==> config.mk <==
export PLATFORM = sky130hd
export DESIGN_NAME = cascade_updown_timer
export DESIGN_NICKNAME = d
export VERILOG_FILES = /design/src/rtl/cascade_updown_timer.sv
export SDC_FILE = /design/constraint.sdc
export NUM_CORES = 1
export LEC_CHECK = 0
export CAP_MARGIN = 0
export CORE_ASPECT_RATIO = 0.8
export CORE_UTILIZATION = 45
export DETAILED_ROUTE_END_ITERATION = 10
export PLACE_DENSITY = 0.77
export SLEW_MARGIN = 20
export SYNTH_ARGS = -nofsm -noshare
export SYNTH_HDL_FRONTEND = slang
export SYNTH_SLANG_ARGS = --single-unit
export TNS_END_PERCENT = 100
==> constraint.sdc <==
create_clock -name clk -period 2.2 [get_ports clk]
set_input_delay 0.44 -clock clk [delete_from_list [all_inputs] [get_ports clk]]
set_output_delay 0.44 -clock clk [all_outputs]
set_load 0.005 [all_outputs]
==> src/rtl/cascade_updown_timer.sv <==
// Cascaded modulo up/down counter chain, stage 0 least significant.
// Supports parallel load, per-stage adjust and wrap/saturate behaviour at the chain limits.
module cascade_updown_timer #(
  parameter int                          NUM_STAGES = 3,
  parameter int                          WIDTH      = 6,
  parameter logic [NUM_STAGES*WIDTH-1:0] MAX_VEC    = {6'd23, 6'd59, 6'd59},
  parameter int                          WRAP_MODE  = 1,
  parameter int                          SEL_W      = (NUM_STAGES > 1) ? $clog2(NUM_STAGES) : 1
) (
  input  logic                          clk,
  input  logic                          reset,
  input  logic                          tick,
  input  logic                          up_down,
  input  logic                          load,
  input  logic [NUM_STAGES*WIDTH-1:0]   load_val,
  input  logic                          adj_en,
  input  logic [SEL_W-1:0]              adj_stage,
  output logic [NUM_STAGES*WIDTH-1:0]   count,
  output logic                          carry_out,
  output logic                          at_zero,
  output logic                          at_max
);

  localparam logic [WIDTH-1:0] ONE_W = {{(WIDTH-1){1'b0}}, 1'b1};

  if (NUM_STAGES < 1 || WIDTH < 1) begin : g_bad_params
    $error("cascade_updown_timer: NUM_STAGES and WIDTH must be at least 1");
  end

  logic [WIDTH-1:0] cnt_q   [NUM_STAGES];
  logic [WIDTH-1:0] cnt_d   [NUM_STAGES];
  logic [WIDTH-1:0] max_s   [NUM_STAGES];
  logic             carry_q;
  logic             carry_d;
  logic             at_zero_s;
  logic             at_max_s;

  // One step of a single stage, wrapping within 0..max.
  function automatic logic [WIDTH-1:0] step_wrap(input logic [WIDTH-1:0] v,
                                                 input logic [WIDTH-1:0] max,
                                                 input logic             up);
    logic [WIDTH-1:0] r;
    if (up) begin
      r = (v == max) ? '0 : v + ONE_W;
    end else begin
      r = (v == '0) ? max : v - ONE_W;
    end
    return r;
  endfunction

  // Load values above the stage terminal count are pinned to it.
  function automatic logic [WIDTH-1:0] clamp(input logic [WIDTH-1:0] v,
                                             input logic [WIDTH-1:0] max);
    return (v > max) ? max : v;
  endfunction

  // Unpack per-stage terminal counts.
  always_comb begin
    for (int i = 0; i < NUM_STAGES; i++) begin
      max_s[i] = MAX_VEC[WIDTH*i +: WIDTH];
    end
  end

  // Chain limit detection and packed output view.
  always_comb begin
    at_zero_s = 1'b1;
    at_max_s  = 1'b1;
    count     = '0;
    for (int i = 0; i < NUM_STAGES; i++) begin
      if (cnt_q[i] != '0) begin
        at_zero_s = 1'b0;
      end else begin
        at_zero_s = at_zero_s;
      end
      if (cnt_q[i] != max_s[i]) begin
        at_max_s = 1'b0;
      end else begin
        at_max_s = at_max_s;
      end
      count[WIDTH*i +: WIDTH] = cnt_q[i];
    end
  end

  assign at_zero   = at_zero_s;
  assign at_max    = at_max_s;
  assign carry_out = carry_q;

  // Next-state: load > adjust > tick; idle holds.
  always_comb begin
    logic ripple;
    ripple  = 1'b1;
    carry_d = 1'b0;
    for (int i = 0; i < NUM_STAGES; i++) begin
      cnt_d[i] = cnt_q[i];
    end

    if (load) begin
      for (int i = 0; i < NUM_STAGES; i++) begin
        cnt_d[i] = clamp(load_val[WIDTH*i +: WIDTH], max_s[i]);
      end
    end else if (adj_en) begin
      // Out-of-range stage indices simply never match.
      for (int i = 0; i < NUM_STAGES; i++) begin
        if (int'(adj_stage) == i) begin
          cnt_d[i] = step_wrap(cnt_q[i], max_s[i], up_down);
        end else begin
          cnt_d[i] = cnt_q[i];
        end
      end
    end else if (tick) begin
      if ((up_down && at_max_s) || (!up_down && at_zero_s)) begin
        carry_d = 1'b1;
        if (WRAP_MODE != 0) begin
          for (int i = 0; i < NUM_STAGES; i++) begin
            cnt_d[i] = up_down ? max_s[i] - max_s[i] : max_s[i];
          end
        end else begin
          for (int i = 0; i < NUM_STAGES; i++) begin
            cnt_d[i] = cnt_q[i];
          end
        end
      end else begin
        // A stage moves only while every lower stage sits at its rollover value.
        for (int i = 0; i < NUM_STAGES; i++) begin
          if (ripple) begin
            cnt_d[i] = step_wrap(cnt_q[i], max_s[i], up_down);
          end else begin
            cnt_d[i] = cnt_q[i];
          end
          if (up_down) begin
            ripple = ripple & (cnt_q[i] == max_s[i]);
          end else begin
            ripple = ripple & (cnt_q[i] == '0);
          end
        end
      end
    end else begin
      carry_d = 1'b0;
    end
  end

  // Stage and carry registers.
  always_ff @(posedge clk or posedge reset) begin
    if (reset) begin
      for (int i = 0; i < NUM_STAGES; i++) begin
        cnt_q[i] <= '0;
      end
      carry_q <= 1'b0;
    end else begin
      for (int i = 0; i < NUM_STAGES; i++) begin
        cnt_q[i] <= cnt_d[i];
      end
      carry_q <= carry_d;
    end
  end

endmodule

Yosys cells after proc, flatten, opt, wreduce, memory -nomap -nowiden:

Cells that the tools add are included.

* add/sub/neg operators: 6
* order comparisons: 3
* equal/unequal tests: 11
* muxes and demuxes: 43
* bitwise gates (word level): 2
* reductions and logical operators: 17

Operator list (count)
* 2-to-1 mux 6 bit: 18
* 2-to-1 mux 18 bit: 4
* 2-to-1 mux 1 bit: 20
* adder 6 x 1 -> 6 bit (second input constant): 3
* logical NOT 6 bit: 3
* nonzero test 6 bit: 3
* subtractor 6 x 1 -> 6 bit (second input constant): 3
* == test 6 bit (second input constant): 2
* > comparator 6 bit (second input constant): 2
* != test 6 bit (second input constant): 2
* != test 3 x 2 -> 1 bit (second input constant): 3
* nonzero test 4 bit: 2
* == test 6 x 5 -> 1 bit (second input constant): 1
* > comparator 6 x 5 -> 1 bit (second input constant): 1
* != test 6 x 5 -> 1 bit (second input constant): 1
* AND reduction 3 bit: 2
* 2-to-1 mux 5 bit: 1
* == test 2 bit (second input constant): 2
* nonzero test 3 bit: 1
* AND 1 bit: 2
* logical AND 1 bit: 2
* logical NOT 2 bit: 1
* AND reduction 2 bit: 1
* logical NOT 1 bit: 1
* logical OR 1 bit: 1

* bits in registers: 19
* bits of input ports: 26
* output and inout port bits: 21
* logic and storage cells: 86

Depth between registers and ports, before layout:

* depth after elaboration: 21
* depth in mapped cells: 9
* gate-level depth less buffers: 8

Worst setup path after synthesis:

Ideal clock, no wire load.

* path type: register -> register
* start: register cnt_q (netlist bit count[3])
* end: register cnt_q (netlist bit count[5])
* library setup time: 137 ps
* data arrival time: 1987 ps
* data required time: 2063 ps
* setup slack: 76 ps
* stages on the path, launching flop included: 9
* buffers on the path: 2
* cell sequence: dfrtp_1 buf_2 or3_4 nor3b_4 nand3_4 o31a_1 buf_6 a221oi_2 a21oi_1

* cells in the longest elaborated chain, start to end: 10
* elaborated cells between the ends (all ways): 23

Ends and longest elaborated chain
* start: declaration: RTL line 30 `logic [WIDTH-1:0] cnt_q [NUM_STAGES];`
* start signal: indexed assignment: RTL line 151 `cnt_q[i] <= cnt_d[i];`
* parallel branches: the longest is 8 deep, another holds subtractor 6 x 1 -> 6 bit
* 2-to-1 mux 18 bit (*): RTL line 101 `end else if (adj_en) begin`
* 2-to-1 mux 18 bit (*): RTL line 97 `if (load) begin`

Mark *: on every way between the ends. The select of a mux whose other input is x is not followed.
A chain may end at the register's enable or synchronous reset.

Worst setup path in the final report:

* start: input port up_down
* end: register cnt_q (netlist bit count[11])

* cells in the longest elaborated chain, start to end: 7
* elaborated cells between the ends (all ways): 19

Ends and longest elaborated chain
* start: declaration: RTL line 13 `input logic up_down,`
* 2-to-1 mux 1 bit / logical NOT 1 bit (equally long branches): RTL line 130, 111
* 2-to-1 mux 1 bit / logical AND 1 bit (equally long branches): RTL line 111 `if ((up_down && at_max_s) || (!up_down && at_zero_s)) begin`
* 2-to-1 mux 1 bit / logical OR 1 bit (equally long branches): RTL line 110, 111
* 2-to-1 mux 1 bit / 2-to-1 mux 18 bit (equally long branches): RTL line 101, 111
* 2-to-1 mux 1 bit / 2-to-1 mux 18 bit (equally long branches): RTL line 97, 110
* nonzero test 4 bit (no line) / 2-to-1 mux 18 bit (equally long branches)
* AND reduction 3 bit (no line) / 2-to-1 mux 18 bit (equally long branches)

Parallel ways exist; a longest one is shown, timed or not. The select of a mux whose other input is x is not followed.

==> flow_metrics.py <==
metrics = {
    "logic_synthesis": {
        "avgSynthCellArea_um2": 7.47,
        "ys_seq_elements": 19,
        "synthTopCellsByArea": "dfrtp_1, nor2_1, o21ai_0, ha_1, a31oi_1",
        "synth_compound_area_frac": 0.307,
        "synth_xor_xnor_area_share": 0.0279,
        "yosys.area.top_type": "dfrtp_1",
        "synthCells": 252,
        "synth_edf_count": 0,
        "synthAdderAreaFrac": 0.0465,
        "post-synth-top-area-fraction": 0.252,
        "syn-num-nets": 285,
        "synth-main-ff-cell": "dfrtp_1",
        "synth_cell_types": 57,
        "seq_area_frac_synth": 0.252,
        "syn-cell-area_um2": 1880,
        "ys_warn_count": 0,
        "synth_mux_area_frac": 0,
        "async_reset_ff_frac": 1.00,
        "yosys.area_share.simple": 0.290,
        "synth_top_family_by_area": "compound AO/OA/AOI/OAI gates",
    },
    "detailed_routing": {
        "drt_iter0_markers": 178,
        "wl_mm": 6.33,
        "post_drt_wl_per_cell_um": 15.8,
        "drt_drc_violations_left": 0,
        "first_pass_iters": 4,
        "ant_nets": 0,
        "vias_per_cell": 5.81,
        "vias": 2330,
    },
    "timing": {
        "relSlewSlack": 0.670,
        "tightest_slew_ns": 0.489,
        "min_period_ns": 2.16,
        "fmax_mhz": 462,
        "period_share": 0.984,
        "setup_violations": 0,
        "drv_slew": 0,
        "hold_ws_ns": 0.495,
        "clock_skew_ns": 0.00586,
        "hold_viol_final": 0,
    },
    "placement": {
        "io_buffer_count": 46,
        "dpl.hpwl_mm": 4.57,
        "dpl_cell_area_um2": 2700,
        "gp_congestion": 0.901,
    },
    "pwr": {
        "leakagePower_nw": 1.23,
        "finalPower_w": 0.00172,
        "max-vdd-ir-drop_v": 0.000397,
        "pwr_density_cell_nw_per_um2": 590,
    },
    "clock_tree": {
        "cts_tree": "done",
        "clkLatencyLatePin_ns": 0.27,
        "htreeDepth": 1,
        "root_buffer": "clkbuf_8",
        "cts_buffers": 3,
        "cts_buffer_depth": 2,
        "clk_pin_slew_worst_paths_ns": 0.09,
        "clock_sinks": 19,
    },
    "worst_setup_path": {
        "reg2reg_to": "count[11]",
        "ff2ff_setup_slack_ns": 0.04,
        "path_max_fanout": 6,
        "reg2regPathDepth": 9,
        "crit_required_ns": 2.38,
        "endpoint_kind": "register",
        "r2r-start": "count[1]",
        "start_kind": "input port",
        "critPathKind": "in -> reg",
        "crit_arrival_ns": 2.35,
    },
    "die": {
        "row_count": 20,
        "die_x_um": 74.3,
        "die_area_um2": 4450,
        "ios": 47,
        "die_y_um": 59.9,
        "core_area_um2": 3900,
        "start_util": 0.482,
    },
    "cells_and_area": {
        "nets": 380,
        "final_common_cell": "buf_4",
        "areaGrowthSynthToFinish_pct": 54.6,
        "n_antenna_cell": 0,
        "stdcell_area_um2": 2910,
        "drive_gt1_frac": 0.260,
        "n_fill_cell": 305,
        "mostFrequentLayoutCells": "buf_4, clkdlybuf4s50_1, nor2_1",
    },
    "grt": {
        "grt_pass1_vias": 2088,
        "grt_antenna_before_repair": 0,
        "grt_max_degree": 26,
        "grt_pass1_wl_mm": 9.84,
        "track_usage": 0.294,
        "overflow": 0,
    },
    "outcome": {
        "status": "finished clean",
    },
    "job": {
        "drv_cap": 0,
    },
    "worst_hold_path": {
        "holdCritPathClass": "in -> async",
    },
}
[critical path: stages]
cell             delay [ns]
clkdlybuf4s50_1        0.50
or3b_2                 0.52
nor2_2                 0.15
a21oi_1                0.07
a22oi_2                0.26
buf_6                  0.17
nor2_1                 0.05
a31oi_1                0.17
[layout make-up]
| class | count | area [µm²] | share of cell area |
|---|---|---|---|
| tap | 55 | 68.8 | 0.0236 |
| sequential | 19 | 475 | 0.163 |
| multi-input combinational | 199 | 1320 | 0.454 |
| clock buffer | 3 | 41.3 | 0.0142 |
| clock inverter | 1 | 7.51 | 0.00258 |
| inverter | 14 | 52.6 | 0.0180 |
| timing repair buffer | 110 | 945 | 0.324 |
[per-layer routing]
metal  global-route usage  up-vias  routed length, µm
met5                    0        -                  0
met4               0.0836        0                159
met3               0.0523       19                424
met2                0.505      101               3020
met1                0.379     1082               2730
li1                     -     1128                  -
[kinds of logic (layout without fill, tap and decap cells)]
logic type               Yosys count  after routing
buffers and inverters             34            128
adder cells (fa/ha/maj)            7              7
flip-flops                        19             19
AO/OA/AOI/OAI                     85             85
XOR/XNOR                           6              6
AND/OR/NAND/NOR                  101            101
[state kept, by name (all words and copies together) (netlist names)]
register and count:
carry_out 1, count 18
[Yosys cell counts, drive strengths merged (2+ instances only)]
cell type,instances
nor2,31
o21ai,21
nand2,20
dfrtp,19
inv,14
a21oi,13
a31oi,12
clkbuf,12
nand3,9
buf,8
ha,7
nor3,7
nor4,7
o211ai,6
a41oi,5
xnor2,5
nand2b,4
a221oi,3
a22o,3
and3,3
nand3b,3
nand4,3
nor2b,3
o311ai,3
o31ai,3
a41o,2
nor3b,2
or3,2
or4,2
[per-stage QoR]
step | setup slack (ns) | TNS, ns | std cells | util
after global placement | -0.124 | -0.957 | 383 | 0.691
after global routing | -0.0444 | -0.0672 | 401 | 0.746
after floorplan | 0.0761 | 0 | 252 | -
final | 0.0355 | 0 | 401 | 0.746
after detailed placement | -0.211 | -2.20 | 383 | 0.691
after CTS | -0.183 | -0.183 | 390 | 0.711
[repair_timing]
item	4_1_cts	5_1_grt
cloned	0	1
pin swaps	4	9
buffers inserted	3	10
endpoints found under the setup margin	2	12
gates resized for setup	3	18
hold buffers	0	0
[where the power goes]
part / leakage [nW] / switching (W) / internal, W
clock network: 0.0217 / 0.000141 / 0.000128
registers: 0.222 / 0.0000683 / 0.000411
logic: 0.985 / 0.000451 / 0.000518
[worst max-delay path by stage]
| stage | startpoint | slack, ns | cells past startpoint | endpoint |
|---|---|---|---|---|
| 3_5_place_dp | up_down | -0.21 | 8 | count[11] |
| 5_1_grt | count[0] | -0.04 | 9 | count[11] |
| 3_3_place_gp | up_down | -0.12 | 5 | count[5] |
| 4_1_cts | count[7] | -0.18 | 5 | at_max |
| 2_1_floorplan | count[3] | 0.08 | 8 | count[5] |
| 6_report | up_down | 0.04 | 8 | count[11] |
(Power assumes the default switching activity.)
==> RTL edit 1, RTL diff (same settings) <==
Change the parameter `WRAP_MODE` from 1 to 0.
--- a/src/rtl/cascade_updown_timer.sv
+++ b/src/rtl/cascade_updown_timer.sv
@@ -4,7 +4,7 @@
   parameter int                          NUM_STAGES = 3,
   parameter int                          WIDTH      = 6,
   parameter logic [NUM_STAGES*WIDTH-1:0] MAX_VEC    = {6'd23, 6'd59, 6'd59},
-  parameter int                          WRAP_MODE  = 1,
+  parameter int                          WRAP_MODE  = 0,
   parameter int                          SEL_W      = (NUM_STAGES > 1) ? $clog2(NUM_STAGES) : 1
 ) (
   input  logic                          clk,
Check against the original RTL: not equivalent (Yosys sat finds a counterexample within 4 cycles, from zero or initial values and one cycle with reset high).
==> RTL edit 1 against the unedited design <==
  * Power grew 4.0%
  * Sequential power grew 3%
  * Sequential share of layout area shrank 0.10 points
  * Setup slack better by 0.011 ns
  * Combinational power increased by 6%
  * Critical path depth shrank 3
  * Final area up 0.90%
  * Area after synthesis fell by 2.9%
  * Via count down 5.3%
  * Final cell count down 2.7%
  * Wire length down 3.1%
  * Fmax increased by 0.52%
  * Sequential cell count is the same
  * Critical endpoint unchanged
==> RTL edit 1: results (changes against the unedited design) <==
- H-tree levels: 1 (unchanged)
- Final WL: 6130 microns (-3.1%)
- Iter 0 DRT Violations: 157 (-12%)
- DP Area: 2680 sq um (-0.65%)
- Critical path fanouts, max: 6 (unchanged)
- Area contributors post-synth: dfrtp_1, ha_1, a21oi_1, nand2_1, o21ai_0
- DP HPWL: 4300 microns (-5.8%)
- Max reg flops: 18 (unchanged)
- Clk_skew: 0.00299 ns (-0.00287 ns)
- Syn Nets: 269 (-5.6%)
- Clock Tree Buf Depth: 2 (unchanged)
- Hold Path Class: in -> async
- Slowest-stage cell, CP: or4b_4
- Status: complete, no violations
- Drt first pass iters: 4 (unchanged)
- Largest delay contributor family on the critical path: simple AND/OR/NAND/NOR gates
- Pin count of the biggest net entering global routing: 29 (+12%)
- Vias in the first global route: 2011 (-3.7%)
- GRT Resource Usage Total: 28.6% (-0.83 points)
- Synthesis Warnings: 0 (unchanged)
- P_leak: 1.25 nW (+1.7%)
- Worst-Skew Late Latency: 0.27 ns (about the same)
- Share of layout cells above drive strength 1: 27.8% (+1.7 points)
- Crit path DAT: 2.31 ns (-0.04 ns)
- Average wire per standard cell: 15.7 microns (-0.41%)
- Worst slew pin tran: 0.471 ns (-0.0180 ns)
- Sequential fraction of the synthesis area: 26.0% (+0.76 points)
- VDD IR max: 0.334 mV (-16%)
- First-pass GRT wire length: 9430 microns (-4.1%)
- Synth cell count leaders: dfrtp_1, nand2_1, inv_1, a21oi_1, nor2_1
- Max incr delay on CP: 0.51 ns
- Total CTS buffers: 3 (unchanged)
- Via-per-instance ratio: 5.66 (-2.6%)
- Unique masters post-synth: 62 (+8.8%)
- Initial antenna violation count: 0 (unchanged)
- Ys async rst share: 100% (unchanged)
- PortBufs: 46 (unchanged)
- FILL cells: 296 (-3.0%)
- Pre-CTS WS: -0.403 ns (-0.192 ns)
- Root Driver: clkbuf_8
- RD Place Congestion: 0.952 (+5.6%)
- Ant diodes: 0 (unchanged)
- Post-synthesis cell count: 236 (-6.3%)
- Clock transition at path regs: 0.08 ns
- Final net count: 369 (-2.9%)
RTL edit 1: changes by cell type after synthesis, sizes merged, moves of 3 or more:
| cell | unedited run | this run |
|---|---|---|
| a21oi | 13 | 16 |
| a31oi | 12 | 4 |
| a41oi | 5 | 0 |
| buf | 8 | 5 |
| mux2 | 0 | 3 |
| nand2b | 4 | 1 |
| nor2 | 31 | 14 |
| nor4 | 7 | 3 |
| o211ai | 6 | 3 |
| or3 | 2 | 5 |
| xor2 | 1 | 4 |
RTL edit 1: final timing paths:
kind | startpoint | to | slack [ns] | cells past startpoint
max | count[4] | count[11] | 0.05 | 5
min | reset | carry_out | 0.51 | 3
max reg2reg | count[4] | count[11] | 0.05 | 5
min reg2reg | count[6] | count[6] | 0.63 | 3
max in group asynchronous | reset | count[4] | 1.44 | 3
min in group clk | count[6] | count[6] | 0.63 | 3
RTL edit 1: layout make-up:
class | instances | area, sq um | area share, %
well taps | 55 | 68.8 | 2.34
repair buffers | 110 | 945 | 32.2
clock buffers | 4 | 45.0 | 1.53
flip-flops and latches | 19 | 477 | 16.2
multi-input cells | 186 | 1340 | 45.7
inverters | 16 | 60.1 | 2.04
RTL edit 1: through the flow:
stage | utilization [%] | total power [mW]
CTS | 73.4 | 1.69
floorplan | - | 0.925
global placement | 69.5 | 1.35
detailed placement | 69.5 | 1.38
global route | 76.2 | 1.89
finish | 76.2 | 1.79
RTL edit 1: routing by layer:
metal / GRT usage (%) / part of all wire, % / vias to the layer above
met5: 0 / 0 / -
met3: 3.57 / 6.2 / 7
met2: 48.7 / 47 / 84
met1: 38.7 / 46 / 1035
met4: 7.00 / 0.90 / 0
li1: - / - / 1081
RTL edit 1: repair_timing:
| action | CTS | global route |
|---|---|---|
| resized for setup | 13 | 22 |
| buffers inserted | 9 | 5 |
| setup endpoints to repair | 18 | 19 |
| pin swaps | 10 | 9 |
RTL edit 1: cell families (layout without fill, tap and decap cells):
| group | count (synthesis) | count (layout) | share of synthesized area (%) |
|---|---|---|---|
| AND/OR/NAND/NOR | 85 | 85 | 25.1 |
| AO/OA/AOI/OAI | 82 | 82 | 30.8 |
| buffers and inverters | 31 | 130 | 6.98 |
| flip-flops | 19 | 19 | 26.0 |
| adder cells (fa/ha/maj) | 7 | 7 | 4.79 |
| XOR/XNOR | 7 | 7 | 3.35 |
| multiplexers | 5 | 5 | 2.94 |
RTL edit 1: power breakdown:
part,internal [mW],switching (mW),leakage [nW]
registers,0.414,0.0791,0.227
clock network,0.129,0.137,0.0228
logic,0.571,0.457,1.00
total,1.11,0.673,1.25
RTL edit 1: worst min-delay path: cells and delay by family:
| kind | cells | cell delay [ns] |
|---|---|---|
| buffers and inverters | 3 | 0.73 |
==> RTL edit 2, RTL diff (same flow settings) <==
Without the edit above. Remove the register `carry_q`: a continuous assignment takes its place, so the output `carry_out` follows one clock earlier.
--- a/src/rtl/cascade_updown_timer.sv
+++ b/src/rtl/cascade_updown_timer.sv
@@ -145,14 +145,14 @@
       for (int i = 0; i < NUM_STAGES; i++) begin
         cnt_q[i] <= '0;
       end
-      carry_q <= 1'b0;
     end else begin
       for (int i = 0; i < NUM_STAGES; i++) begin
         cnt_q[i] <= cnt_d[i];
       end
-      carry_q <= carry_d;
     end
   end
 
+  assign carry_q = carry_d;
+
 endmodule
 
Check against the original RTL: not equivalent (a bounded check fails within 4 cycles, from zero or initial values and one cycle with reset high).
==> RTL edit 2 against the unedited design <==
  * The run now ends with negative setup slack left
  * Clock skew fell by 0.00072 ns
  * First-iteration DRC count rose by 48%
  * Via count rose by 8.5%
  * Setup slack got worse by 0.57 ns
  * Fmax fell by 21%
  * Area after synthesis fell by 1.0%
  * Critical path depth fell by 1
  * Final area rose by 7.0%
  * Wire length rose by 13%
  * Sequential cell count fell by 1
  * Power rose by 5.2%
  * Register-to-register slack got worse by 0.41 ns
  * Critical endpoint is now carry_out
  * Largest cell class unchanged
  * Largest power group unchanged
==> RTL edit 2: results (changes against the unedited design) <==
- P_leak: 1.34 nW (+9.0%)
- Drt first pass iters: 5 (+1)
- Fin util: 80.4% (+5.8 points)
- M1 GR Usage: 45.9% (+8.0 points)
- Failing checks: negative setup slack
- Syn Nets: 288 (+1.1%)
- Pre-CTS WS: -0.639 ns (-0.428 ns)
- GRT met2 Usage: 55.8% (+5.3 points)
- Setup TNS: -5.70 ns (-5.70 ns)
- Postcts setup bufs: 9 (+6)
- Slowest-stage cell, CP: or4_4
- Sequential fraction of the synthesis area: 24.2% (-1.1 points)
- Post-synthesis cell count: 255 (+1.2%)
- Share of layout cells above drive strength 1: 31.3% (+5.2 points)
- Final net count: 402 (+5.8%)
- Ys async rst share: 100% (unchanged)
- First-pass GRT wire length: 11200 microns (+14%)
- Average wire per standard cell: 16.9 microns (+7.3%)
- Non-Filler Instances: 423 (+5.5%)
- DP HPWL: 5080 microns (+11%)
- Sw Pwr: 0.691 mW (+4.6%)
- Via-per-instance ratio: 5.98 (+2.9%)
- Placed Instances: 409 (+6.8%)
- Critical path fanouts, max: 2 (-4)
- Worst slew pin tran: 0.338 ns (-0.151 ns)
- Setup violations, final: 17 (+17)
- Crit path DAT: 2.30 ns (-0.05 ns)
- VDD IR max: 0.469 mV (+18%)
- Met1 Routed Length: 2990 microns (+9.4%)
- Clock group total power: 0.285 mW (+6%)
- Worst setup margin: -0.539 ns (-0.575 ns)
- Combinational share of power: 60.2% (+3.8 points)
- Met3 usage: 6.12% (+0.89 points)
- GRT Resource Usage Total: 33.9% (+4.5 points)
- Routed met2 length: 3400 microns (+13%)
- RD Place Congestion: 0.889 (-1.3%)
- Vias in the first global route: 2322 (+11%)
- Pin count of the biggest net entering global routing: 21 (-19%)
- PostCTS Resize Cnt: 37 (+34)
- Synth cell count leaders: nor2_1, nand2_1, o21ai_0, dfrtp_1, a21oi_1
- Pwr dens: 580 nW/um^2 (-1.8%)
- Status: complete, but fails checks
==> RTL edit 2: final cells by class <==
cell class	count	area share [%]
multi-input cells	206	45.2
repair buffers	125	34.5
flip-flops and latches	18	14.5
well taps	55	2.21
inverters	15	1.81
clock buffers	4	1.77
==> RTL edit 2: kinds of logic after synthesis <==
family	after synthesis	share of synthesized area [%]
buffers and inverters	31	6.64
xor gates and xnor gates	5	2.35
AOI/OAI and AO/OA	85	31.0
adders and majority gates	7	4.70
muxes	2	1.07
DFF	18	24.2
and+or+nand+nor	107	30.1
==> RTL edit 2: final timing paths <==
| kind | startpoint | end | slack [ns] |
|---|---|---|---|
| setup / recovery | count[6] | carry_out | -0.54 |
| hold / removal | reset | count[0] | 0.49 |
| setup reg to reg | count[6] | count[17] | -0.37 |
| hold reg to reg | count[13] | count[13] | 0.64 |
| max in group asynchronous | reset | count[6] | 1.46 |
| min in group clk | count[13] | count[13] | 0.64 |
